File: src/rtl/cpu_defs.sv
// Shared constants for the result-routing blocks.
// Channel count, select width and a constant-time CLOG2.
package cpu_defs;

  localparam int NCHAN = 4;
  localparam int SELW  = 2;

  function automatic int clog2(input int v);
    int r;
    r = 0;
    while ((1 << r) < v) r++;
    return r;
  endfunction

endpackage

File: src/rtl/chan_fifo.sv
// Per-channel word FIFO with occupancy count.
// Head entry is always presented on rdata.
module chan_fifo
  import cpu_defs::*;
#(
  parameter int WIDTH = 32,
  parameter int DEPTH = 2
) (
  input  logic             clk,
  input  logic             clr,
  input  logic             push,
  input  logic             pop,
  input  logic [WIDTH-1:0] wdata,
  output logic [WIDTH-1:0] rdata,
  output logic             full,
  output logic             empty
);

  localparam int AW = clog2(DEPTH);
  localparam int CW = AW + 1;

  localparam logic [AW-1:0] PONE = AW'(1);
  localparam logic [CW-1:0] CONE = CW'(1);
  localparam logic [CW-1:0] CMAX = CW'(DEPTH);

  logic [WIDTH-1:0] r_mem [DEPTH];
  logic [AW-1:0]    r_wptr;
  logic [AW-1:0]    r_rptr;
  logic [CW-1:0]    r_count;

  // Storage write; push is already held low while clr is high.
  always_ff @(posedge clk) begin
    if (push) r_mem[r_wptr] <= wdata;
  end

  // Pointer and occupancy update; a push+pop pair leaves count as is.
  always_ff @(posedge clk) begin
    if (clr) begin
      r_wptr  <= '0;
      r_rptr  <= '0;
      r_count <= '0;
    end else begin
      if (push) r_wptr <= r_wptr + PONE;
      if (pop)  r_rptr <= r_rptr + PONE;
      case ({push, pop})
        2'b10:   r_count <= r_count + CONE;
        2'b01:   r_count <= r_count - CONE;
        default: r_count <= r_count;
      endcase
    end
  end

  assign rdata = r_mem[r_rptr];
  assign full  = (r_count == CMAX);
  assign empty = (r_count == '0);

endmodule

File: src/rtl/demux4x32_buf.sv
// Routes one valid/ready word stream to four buffered channels.
// Only select decode, ready mux and output packing live here.
module demux4x32_buf
  import cpu_defs::*;
#(
  parameter int WIDTH = 32,
  parameter int DEPTH = 2
) (
  input  logic                   clk,
  input  logic                   clr,
  input  logic [WIDTH-1:0]       in_data,
  input  logic [SELW-1:0]        in_sel,
  input  logic                   in_valid,
  output logic                   in_ready,
  output logic [NCHAN*WIDTH-1:0] out_data,
  output logic [NCHAN-1:0]       out_valid,
  input  logic [NCHAN-1:0]       out_ready,
  output logic                   busy
);

  logic [NCHAN-1:0] w_push;
  logic [NCHAN-1:0] w_pop;
  logic [NCHAN-1:0] w_full;
  logic [NCHAN-1:0] w_empty;
  logic [WIDTH-1:0] w_rdata [NCHAN];
  logic             w_ready;

  assign out_valid = ~w_empty;
  assign w_pop     = out_valid & out_ready;
  assign busy      = |out_valid;

  // A full channel still accepts when its head leaves this cycle.
  assign w_ready  = ~clr & (~w_full[in_sel] | w_pop[in_sel]);
  assign in_ready = w_ready;

  // Steer a transfer to the selected channel only.
  always_comb begin
    w_push         = '0;
    w_push[in_sel] = in_valid & w_ready;
  end

  for (genvar k = 0; k < NCHAN; k++) begin : g_chan
    chan_fifo #(
      .WIDTH (WIDTH),
      .DEPTH (DEPTH)
    ) u_fifo (
      .clk   (clk),
      .clr   (clr),
      .push  (w_push[k]),
      .pop   (w_pop[k]),
      .wdata (in_data),
      .rdata (w_rdata[k]),
      .full  (w_full[k]),
      .empty (w_empty[k])
    );
  end

  // Pack heads into lanes, zeroing empty channels.
  always_comb begin
    out_data = '0;
    for (int k = 0; k < NCHAN; k++) begin
      out_data[k*WIDTH +: WIDTH] = w_empty[k] ? '0 : w_rdata[k];
    end
  end

endmodule
File: config.mk
export PLATFORM = sky130hd
export DESIGN_NAME = demux4x32_buf
export DESIGN_NICKNAME = d
export VERILOG_FILES = /design/src/rtl/cpu_defs.sv /design/src/rtl/chan_fifo.sv /design/src/rtl/demux4x32_buf.sv
export SDC_FILE = /design/constraint.sdc
export NUM_CORES = 1
export LEC_CHECK = 0
export CAP_MARGIN = 10
export CORE_MARGIN = 4
export CORE_UTILIZATION = 57
export DETAILED_ROUTE_END_ITERATION = 7
export GPL_TIMING_DRIVEN = 0
export PLACE_DENSITY = 0.85
export SETUP_SLACK_MARGIN = 0.15
export SKIP_LAST_GASP = 1
export SYNTH_ARGS = -nofsm -noshare
export SYNTH_HDL_FRONTEND = slang
export SYNTH_SLANG_ARGS = --single-unit
File: constraint.sdc
create_clock -name clk -period 8.5 [get_ports clk]
set_input_delay 0.85 -clock clk [delete_from_list [all_inputs] [get_ports clk]]
set_output_delay 0.85 -clock clk [all_outputs]
set_load 0.02 [all_outputs]
-- Word level (Yosys, flattened, before mapping)
Memories as Yosys holds them, arrays and structs flattened. A register that Yosys moved wholly into a read port is not among the register bits.
Cells that the tools add are included.
- equality and inequality tests: 12
- mux-type cells: 30
- bitwise gates (word level): 8
- magnitude comparators: 2
- add/sub/neg operators: 16
- reduce and logical (&&, ||, !) cells: 10
- operator list (cell ; count):
    2-to-1 mux 32 bit ; 4
    2-to-1 mux 1 bit ; 19
    == test 2 bit, second input constant ; 8
    one-hot mux 2 bit (2 select lines) ; 4
    adder 1 bit, second input constant ; 8
    adder 2 x 1 -> 2 bit, second input constant ; 4
    bitwise AND 4 bit ; 2
    == test 2 x 1 -> 1 bit, second input constant ; 4
    zero test 2 bit ; 4
    nonzero test 2 bit ; 4
    subtractor 2 x 1 -> 2 bit, second input constant ; 4
    binary-select mux 1 bit (select 2 bit) ; 2
    inverter 4 bit ; 1
    OR reduction 4 bit ; 1
    less-than comparator 2 x 3 -> 1 bit, second input constant ; 1
    bitwise AND 1 bit ; 2
    demux 1 bit (select 2 bit) ; 1
    greater-or-equal comparator 2 x 1 -> 1 bit, second input constant ; 1
    inverter 1 bit ; 2
    logical AND 1 bit ; 1
    bitwise OR 1 bit ; 1
- memories: 4
- RAM bits: 256
- logic and storage cells: 94
- input bits: 41
- flip-flop bits (word level): 16
- memory list (name ; depth ; bits a word ; rd ports ; clocked after Yosys merged registers in ; write ports ; line ; RTL):
    g_chan[0].u_fifo.r_mem ; 2 ; 32 ; 1 ; 1 ; 1 ; chan_fifo.sv:26 ; logic [WIDTH-1:0] r_mem [DEPTH];
    g_chan[1].u_fifo.r_mem ; 2 ; 32 ; 1 ; 1 ; 1 ; chan_fifo.sv:26 ;
    g_chan[2].u_fifo.r_mem ; 2 ; 32 ; 1 ; 1 ; 1 ; chan_fifo.sv:26 ;
    g_chan[3].u_fifo.r_mem ; 2 ; 32 ; 1 ; 1 ; 1 ; chan_fifo.sv:26 ;

-- Depth between registers and ports, before layout
Gate-level depths: netlist of run 1.
- word-level depth: 11
- depth in mapped cells: 7
- gate-level depth less buffers: 6

-- Cells and area by module
Synthesis of run 1 repeated with hierarchy kept, for this count alone.
- cell total of the unflattened synthesis: 653
- area total of the unflattened synthesis: 11064.4 µm²
- by module, submodules not included (module ; seq. area each (µm²) ; area each (µm²) ; instances ; cells each):
    chan_fifo ; 2021.9 ; 2513.7 ; 4 ; 122
    demux4x32_buf ; 0.0 ; 1009.7 ; 1 ; 165

-- Least setup slack after synthesis of run 1
Ideal clock, no wire load.
- path kind: input -> register
- start: input port in_sel[1]
- end: memory g_chan[1].u_fifo.r_mem[0][0], enable pin
- path slack: 5.212 ns
- arrival: 2.867 ns
- cell stages on the path: 4
- required time: 8.079 ns
- cells stage by stage: buf_6 -> nand2b_4 -> or3_4 -> nor2_1
- cells in the longest elaborated chain, start to end: 9
- RTL lines (item ; line ; RTL):
    from (decl) ; demux4x32_buf.sv:12 ; input logic [SELW-1:0] in_sel,
    binary-select mux 1 bit (select 2 bit) ; demux4x32_buf.sv:33 ; assign w_ready = ~clr & (~w_full[in_sel] | w_pop[in_sel]);
    2-to-1 mux 1 bit (implied by the code) ; demux4x32_buf.sv:33 ;
    inverter 1 bit ; demux4x32_buf.sv:33 ;
    bitwise OR 1 bit ; demux4x32_buf.sv:33 ;
    bitwise AND 1 bit ; demux4x32_buf.sv:33 ;
    bitwise AND 1 bit ; demux4x32_buf.sv:39 ; w_push[in_sel] = in_valid & w_ready;
    bitwise AND 4 bit (no source line) (*) ; - ;
    2-to-1 mux 1 bit (*) ; chan_fifo.sv:33 ; if (push) r_mem[r_wptr] <= wdata;
    2-to-1 mux 1 bit (implied by the code) (*) ; chan_fifo.sv:33 ;
    to (decl) ; chan_fifo.sv:26 ;
Mark *: on every way between the ends. The rest lies on a longest branch, timed or not. The select of a mux whose other input is x is not followed.

-- Worst setup path after layout of run 1
- start: input port in_sel[0]
- end: output port in_ready
- cells in the longest elaborated chain, start to end: 5
- RTL lines (item ; line ; RTL):
    binary-select mux 1 bit (select 2 bit) ; demux4x32_buf.sv:33 ;
    2-to-1 mux 1 bit (implied by the code) ; demux4x32_buf.sv:33 ;
    inverter 1 bit ; demux4x32_buf.sv:33 ;
    bitwise OR 1 bit (*) ; demux4x32_buf.sv:33 ;
    bitwise AND 1 bit (*) ; demux4x32_buf.sv:33 ;
    to (decl) ; demux4x32_buf.sv:14 ; output logic in_ready,
Marks and branches as above.

==> results of run 1 <==
[layer usage]
metal	GRT usage [%]	wire length [microns]
met2	39.7	12000
met1	29.8	9350
met4	6.14	490
met5	0	0
met3	4.30	1790
[power groups by stage]
stage	sequential (mW)	combinational [mW]	clock, mW
6_report	1.52	0.436	1.22
3_3_place_gp	1.54	0.424	0
3_5_place_dp	1.54	0.436	0
5_1_grt	1.52	0.465	1.29
4_1_cts	1.52	0.440	1.22
2_1_floorplan	1.54	0.226	0
[cell families (layout without fill, tap and decap cells)]
kind of cell | after synthesis | count (layout) | synth area share [%]
xor gates and xnor gates | 12 | 12 | 0.989
buffers and inverters | 47 | 274 | 2.15
and+or+nand+nor | 174 | 174 | 6.92
adders and majority gates | 4 | 4 | 0.471
muxes | 128 | 128 | 12.1
DFF | 276 | 276 | 76.1
AOI/OAI and AO/OA | 24 | 24 | 1.31
[synth_stat cells (all sizes together)]
| cell | count |
|---|---|
| nand3 | 1 |
| nor2 | 153 |
| xor2 | 8 |
| buf | 33 |
| ha | 4 |
| nand4 | 1 |
| edfxtp | 256 |
| nand2 | 1 |
| or3b | 1 |
| o21ai | 12 |
| a211o | 1 |
| dfxtp | 20 |
| or3 | 7 |
| xnor2 | 4 |
| nor4b | 1 |
| inv | 14 |
| nand4b | 2 |
| o211a | 1 |
| nand2b | 2 |
| o31ai | 1 |
| o311ai | 2 |
| or4 | 1 |
| a21oi | 7 |
| nor3b | 4 |
| mux2i | 128 |
[sequential cells by signal, indices dropped and copies added (netlist names), named ones only]
register	cells
g_chan.u_fifo.r_count	8
g_chan.u_fifo.r_mem	256
g_chan.u_fifo.r_rptr	4
g_chan.u_fifo.r_wptr	4
[cell type report]
type                            instances  area share [%]
Clock inverter                         16            1.76
Tap cell                              229            2.07
Buffer                                 33            1.28
Multi-Input combinational cell        342            17.2
Sequential cell                       276            58.5
Timing Repair Buffer                  181            14.0
Clock buffer                           30            4.82
Inverter                               14           0.380
[metrics by stage]
step | power [mW] | std cells | util (%)
after floorplan | 1.77 | 665 | -
after global placement | 1.97 | 1067 | 69.7
after detailed placement | 1.98 | 1075 | 71.1
after CTS | 3.18 | 1121 | 76.2
after global routing | 3.27 | 1121 | 76.2
final | 3.17 | 1121 | 76.2
[path summary, 6_finish.rpt]
kind / start / endpoint / slack, ps
setup / recovery: in_sel[0] / in_ready / 4920
hold / removal: g_chan[1].u_fifo.r_rptr / flip-flop / 510
setup reg to reg: g_chan[0].u_fifo.r_count[0] / g_chan[0].u_fifo.r_count[1] / 6390
hold reg to reg: g_chan[1].u_fifo.r_rptr / flip-flop / 510
[worst max-delay path: cells and delay by family]
family                 cells  cell delay [ps]
AOI/OAI and AO/OA          2              480
buffers and inverters      2             1240
and+or+nand+nor            1              160
==> summary by stage, run 1 <==
Status
The run finished with clean final reports.

STA
In this run the tightest slew margin relative to its limit is 53.1%. On the final layout, the worst clock skew is 10.3 ps. The setup TNS after final layout is 0 ps. Setup repair after global routing left no endpoint under its margin. After layout, the worst path uses 42.2% of the clock period.

At the pin with the least slew margin, the transition time is 701 ps. The final number of max-transition violations is 0. Setup violations remaining at the end of the flow were counted as 0. The fmax is 279 MHz. The smallest clock period supported by the final layout is computed as 3580 ps. The number of hold violations in the final report was 0. In the post-route analysis, the smallest setup slack over all paths is 4920 ps. Final hold analysis gives a worst-case slack of 512 ps.

Hold path
The path class of the tightest hold or removal check is flip-flop to flip-flop. The instance count along the most critical hold path is 2.

Layout
The sequential cells in the finished layout cover a total of 0.00809 sq mm. In the layout the commonest cells are edfxtp_1 (256), clkdlybuf4s50_1 (173), nor2_1 (145). The filler cells instantiated in the layout total 1086. The area of the multi-input gates is 0.00237 sq mm.

After the last flow step, the layout net total stands at 919. Leaving out fill and tap cells, the most frequent cell in the layout is edfxtp_1. The total non-filler cell area in the finished layout is 0.0138 sq mm. Compared with the post-synthesis result, the final layout area differs by 30.0%. The number of antenna diodes in the final layout is 0.

The share of final-layout standard cells stronger than drive strength 1 is 10.2%.

Logic synthesis
The synthesized netlist occupies a cell area of 0.0106 sq mm. The distinct cell type count after synthesis is 31. Summed over all instances, the cell type with the most area after synthesis is edfxtp_1. Synthesis produced a netlist with a net count of 710. The post-synthesis instance total is 665. The sequential fraction of the synthesis area is 76.1%.

The average instance in the mapped netlist occupies 16.0 sq um. The flip-flop and latch count after synthesis is 276. Yosys attributes the largest share of cell area to edfxtp_1 (72%), mux2i_1 (12%), nor2_1 (5.4%). The synthesized design devotes to its leading area cell type 72.3% of total area. The synthesis warning total is 0.

Global route
The first-pass GRT wire length is 35.7 mm. For this run, the total global-route usage over all layers was measured as 22.8%. The largest net degree at the start of global routing is 27. The number of global-route vias before repair is 6405. The global route total overflow is 0. The number of antenna violations at the first check in global routing is 0.

Floorplan
The die height is 145 microns. The width of the chip is 145 microns. The total die area is 0.0209 sq mm. The floorplan core area is 0.0181 sq mm. In this run the core area contains 49 standard-cell rows.

175 I/O pins were placed. The initial utilization of the core area, before any placement, comes to 58.6%.

Clock network
The clock-pin transition on the worst setup and hold timing paths is 60 ps. Counting the buffers created by CTS gives 26. The number of hold buffers added after cts is 0. The clock passes through at most 3 buffers. The worst-skew pair later-pin latency is 530 ps.

TritonCTS built the clock tree. CTS placed an instance of clkbuf_16 at the clock tree root. In this run the number of H-tree levels came out at 1.

The number of sinks driven by the clock tree is 276. Gates resized during post-CTS repair numbered 0. The post-CTS repair timing setup buffer count is 0.

Pwr
In this run the power density over the cells is 229 mW/mm^2. The share of total power dissipated in the clock network is 38.4%. The share of total power in combinational logic is 13.8%. The leakage power figure is 4.49 nW. The power share of the sequential group is 47.9%. Net switching is 23.2% of the power. The design internal power is 2.43 mW. Summed over all nets, the switching power comes to 0.734 mW.

The peak supply drop is 0.190 mV.

Setup path
The worst setup path is of the input port to output port kind. At the worst endpoint, the required time is 7650 ps. The biggest fanout along the worst timing path is 7. On the worst path, the slowest cell contributes a delay of 630 ps. The critical path goes through clkdlybuf4s50_1, nand2b_1, a211o_1, a21oi_1, clkdlybuf4s50_1. The largest individual stage delay along the critical path comes from the cell clkdlybuf4s50_1. The cell count of the worst reg-to-reg path is 6.

The data arrival time at the worst-slack endpoint is 2730 ps. The worst setup path is launched from an input port. The type of destination of the critical path is an output port. The cell with the most instances on the worst path is clkdlybuf4s50_1.

Drt
After detailed routing, the average wire length per cell comes to 21.1 microns. The iteration count of the initial detailed-routing pass is 5. The routed layout has 6198 vias. The iteration-0 DRC count of the detailed router is 466. After detailed routing, the total wire length is 23.7 mm. For this run, design rule violations remaining after detail routing come to 0. Dividing the detail-routed via count by the number of cells gives 5.53. The detail route stage leaves a number of antenna-violating nets equal to 0.

Placed design
The post-placement worst setup slack is 4980 ps. The HPWL after detailed placement is 15.7 mm. The number of port buffers is 173. The last weighted congestion value of the routability-driven placer is 0.747. In this run the cell area measured after placement is 0.0129 sq mm.

Flow run
Across the run, the number of max-cap violations was 0.
(Power assumes the default switching activity.)
==> run 2: changes to the inputs <==
--- a/config.mk
+++ b/config.mk
@@ -7,10 +7,10 @@
 export LEC_CHECK = 0
 export CAP_MARGIN = 10
 export CORE_MARGIN = 4
-export CORE_UTILIZATION = 57
+export CORE_UTILIZATION = 53
 export DETAILED_ROUTE_END_ITERATION = 7
 export GPL_TIMING_DRIVEN = 0
-export PLACE_DENSITY = 0.85
+export PLACE_DENSITY = 0.79
 export SETUP_SLACK_MARGIN = 0.15
 export SKIP_LAST_GASP = 1
 export SYNTH_ARGS = -nofsm -noshare
==> constraint.sdc (replaced) <==
create_clock -name clk -period 3.7 [get_ports clk]
set_input_delay 0.37 -clock clk [delete_from_list [all_inputs] [get_ports clk]]
set_output_delay 0.37 -clock clk [all_outputs]
set_load 0.02 [all_outputs]
==> summary by stage, run 2 (synthesized netlist as in run 1, its figures left out) <==
Status
The flow ran to the end, and the final reports show no timing, DRC or antenna violations.

Clock network
The count of instances resized after the clock tree is built is 0 (unchanged). TritonCTS built the clock tree. The number of buffers created by CTS was 27 (+3.8%). The number of sinks driven by the clock tree is 276 (unchanged). The clock-pin transition on the worst setup and hold timing paths was 60 ps (about the same). The number of hold buffers added after cts came to 0 (unchanged). The post-CTS repair timing setup buffer count came to 0 (unchanged). The worst-skew pair later-pin latency is 520 ps (about the same). The buffer levels on the longest clock path is 3 (unchanged). The root buffer cell chosen for the clock tree is clkbuf_16.

The depth of the CTS H-tree came to 1 (unchanged).

Drt
The iteration count of the initial detailed-routing pass came to 5 (unchanged). The number of vias after detailed routing was 6149 (-0.79%). The routed wire length per instance is 20.6 microns (-2.6%). The average vias per placed instance is 5.30 (-4.2%). The wire length reported by the detailed router is 23.9 mm (+0.89%). The iteration-0 DRC count of the detailed router is 405 (-13%).

The remaining design rule violation count was 0 (unchanged). The remaining number of nets flagged by the antenna check after routing is 0 (unchanged).

Layout
The library cells used most frequently in the layout, excluding fill and tap cells, are edfxtp_1 (256), clkdlybuf4s50_1 (173), nor2_1 (145). The largest registers in the layout are g_chan.u_fifo.r_mem (256), g_chan.u_fifo.r_count (8). The post-layout net count was 920 (+0.11%). The post-layout utilization of the core is 70.4% (-5.8 points). The layout overhead on the synthesized area is 29.7%.

The number of fill cells is 1305 (+20%). The most common cell after layout, fill and taps aside is edfxtp_1. The share of final-layout standard cells stronger than drive strength 1 came to 9.49% (-0.72 points). The sequential cell area is 0.00809 sq mm (unchanged). More flip-flops sit in one register than any other, and that register is g_chan.u_fifo.r_mem. The flip-flop count of the largest register, all copies and words added is 256 (unchanged).

The area of the multi-input gates is 0.00237 sq mm (unchanged). The total inserted antenna cells is 0 (unchanged). The number of standard cells in the final layout excluding fillers is 1161 (+3.6%).

STA
The minimum clock period is 2900 ps. The actual slew at the worst max-slew pin is 631 ps (-69.9 ps). The worst slew slack as a fraction of its limit is 57.8% (+4.7 points). Setup repair after global routing left no endpoint under its margin. The fmax is 345 MHz. The clock tree skew after final layout is 10.6 ps (+0.294 ps). The final worst-path setup slack was 802 ps (-4110 ps). The final period utilization is 78.3%.

The number of hold violations in the final report is 0 (unchanged). The final number of max-transition violations is 0 (unchanged). The setup TNS after final layout came to 0 ps (unchanged).

The final number of setup-violating endpoints is 0 (unchanged).

Pwr
The leakage power figure is 4.45 nW (-0.85%). The power dissipated by switching net loads was 1.66 mW (+130%). The peak supply drop came to 0.363 mV (+91%).

The switching share of power is 23.5% (+0.28 points). The design internal power is 5.41 mW (+120%). The fraction of power consumed by the clock network is 36.5% (-1.9 points).

The power share of the sequential group came to 49.3% (+1.4 points). The power consumption is 7.07 mW (+120%). The share of total power in combinational logic is 14.2% (+0.4 points). The power per cell area is 513 mW/mm^2 (+120%).

Global route
The number of antenna violations at the first check in global routing is 0 (unchanged). The first-pass GRT wire length is 35.7 mm (-0.25%). The largest net degree at the start of global routing is 27 (unchanged). The total global routing track utilization is 21.0% (-1.8 points). The number of global-route vias before repair is 6290 (-1.8%). The global route total overflow is 0 (unchanged).

Setup path
The cell count of the worst reg-to-reg path is 4 (-2). The data arrival time at the worst-slack endpoint was 2530 ps (-200 ps). The required time at the endpoint of the critical path came to 3330 ps (-4320 ps). The critical path startpoint category is a flip-flop. The worst setup path is captured at an output port. The critical path start-end classification is flip-flop to output port. The biggest fanout along the worst timing path was 10 (+3).

Floorplan
The die height is 150 microns (+3.5%). The total die area is 0.0224 sq mm (+7.1%). The I/O pin count is 175 (unchanged). The total number of placement rows is 51 (+4.1%). The floorplan core area is 0.0196 sq mm (+7.9%). The initial core utilization is 54.3% (-4.3 points).

The width of the chip is 150 microns (+3.5%).

Hold path
The instance count along the most critical hold path is 4 (+2). The classification of the worst-slack hold path is input port to flip-flop.

Flow run
The max-cap violation count is 0 (unchanged).

Placed design
The post-placement worst setup slack was 1080 ps (-3900 ps). The HPWL after detailed placement was 15.8 mm (+0.62%). The number of port buffers was 173 (unchanged).

The last weighted congestion value of the routability-driven placer came to 0.759 (+1.6%). The number of cells in the design after placement is 1111 (+3.3%).
## run 2: cell type report
| class | count | area share, % |
|---|---|---|
| well taps | 265 | 2.41 |
| plain buffers | 33 | 1.28 |
| inverters | 14 | 0.381 |
| clock buffers | 41 | 5.43 |
| flip-flops and latches | 276 | 58.7 |
| repair buffers | 181 | 13.9 |
| clock inverters | 9 | 0.672 |
| multi-input cells | 342 | 17.2 |
## run 2: power by group through the flow
stage / Combinational [mW] / Sequential, mW / Clock [mW]
6_report: 1.00 / 3.48 / 2.58
5_1_grt: 1.07 / 3.48 / 2.76
3_3_place_gp: 0.982 / 3.55 / 0
3_5_place_dp: 1.01 / 3.55 / 0
2_1_floorplan: 0.520 / 3.54 / 0
4_1_cts: 1.01 / 3.48 / 2.63
## run 2: metal layers
| layer | part of all wire [%] | global-route usage [%] | up-vias |
|---|---|---|---|
| met1 | 41 | 28.0 | 3027 |
| met3 | 7.0 | 3.33 | 36 |
| li1 | - | - | 2860 |
| met4 | 1.7 | 4.30 | 0 |
| met2 | 51 | 37.0 | 226 |
| met5 | 0 | 0 | - |
## run 2: stage by stage
| step | hold slack [ps] | area [sq um] |
|---|---|---|
| after floorplan | 449 | 10600 |
| final | 251 | 13800 |
| after CTS | 232 | 13800 |
| after global placement | 458 | 12700 |
| after global routing | 299 | 13800 |
| after detailed placement | 501 | 12900 |
## run 2: worst paths after layout
| kind | to | start | slack (ps) |
|---|---|---|---|
| max reg2reg | g_chan[2].u_fifo.r_mem[0][15] | g_chan[2].u_fifo.r_count[0] | 1620 |
| min | g_chan[2].u_fifo.r_wptr | in_sel[1] | 250 |
| max | busy | g_chan[2].u_fifo.r_count[0] | 800 |
| min reg2reg | flip-flop | g_chan[1].u_fifo.r_rptr | 520 |
## run 2: critical path: stages, from the launching register on
cell             delay (ps)
dfxtp_1                 360
nor2_1                  500
buf_2                   370
nand4_1                 180
clkdlybuf4s50_1         590
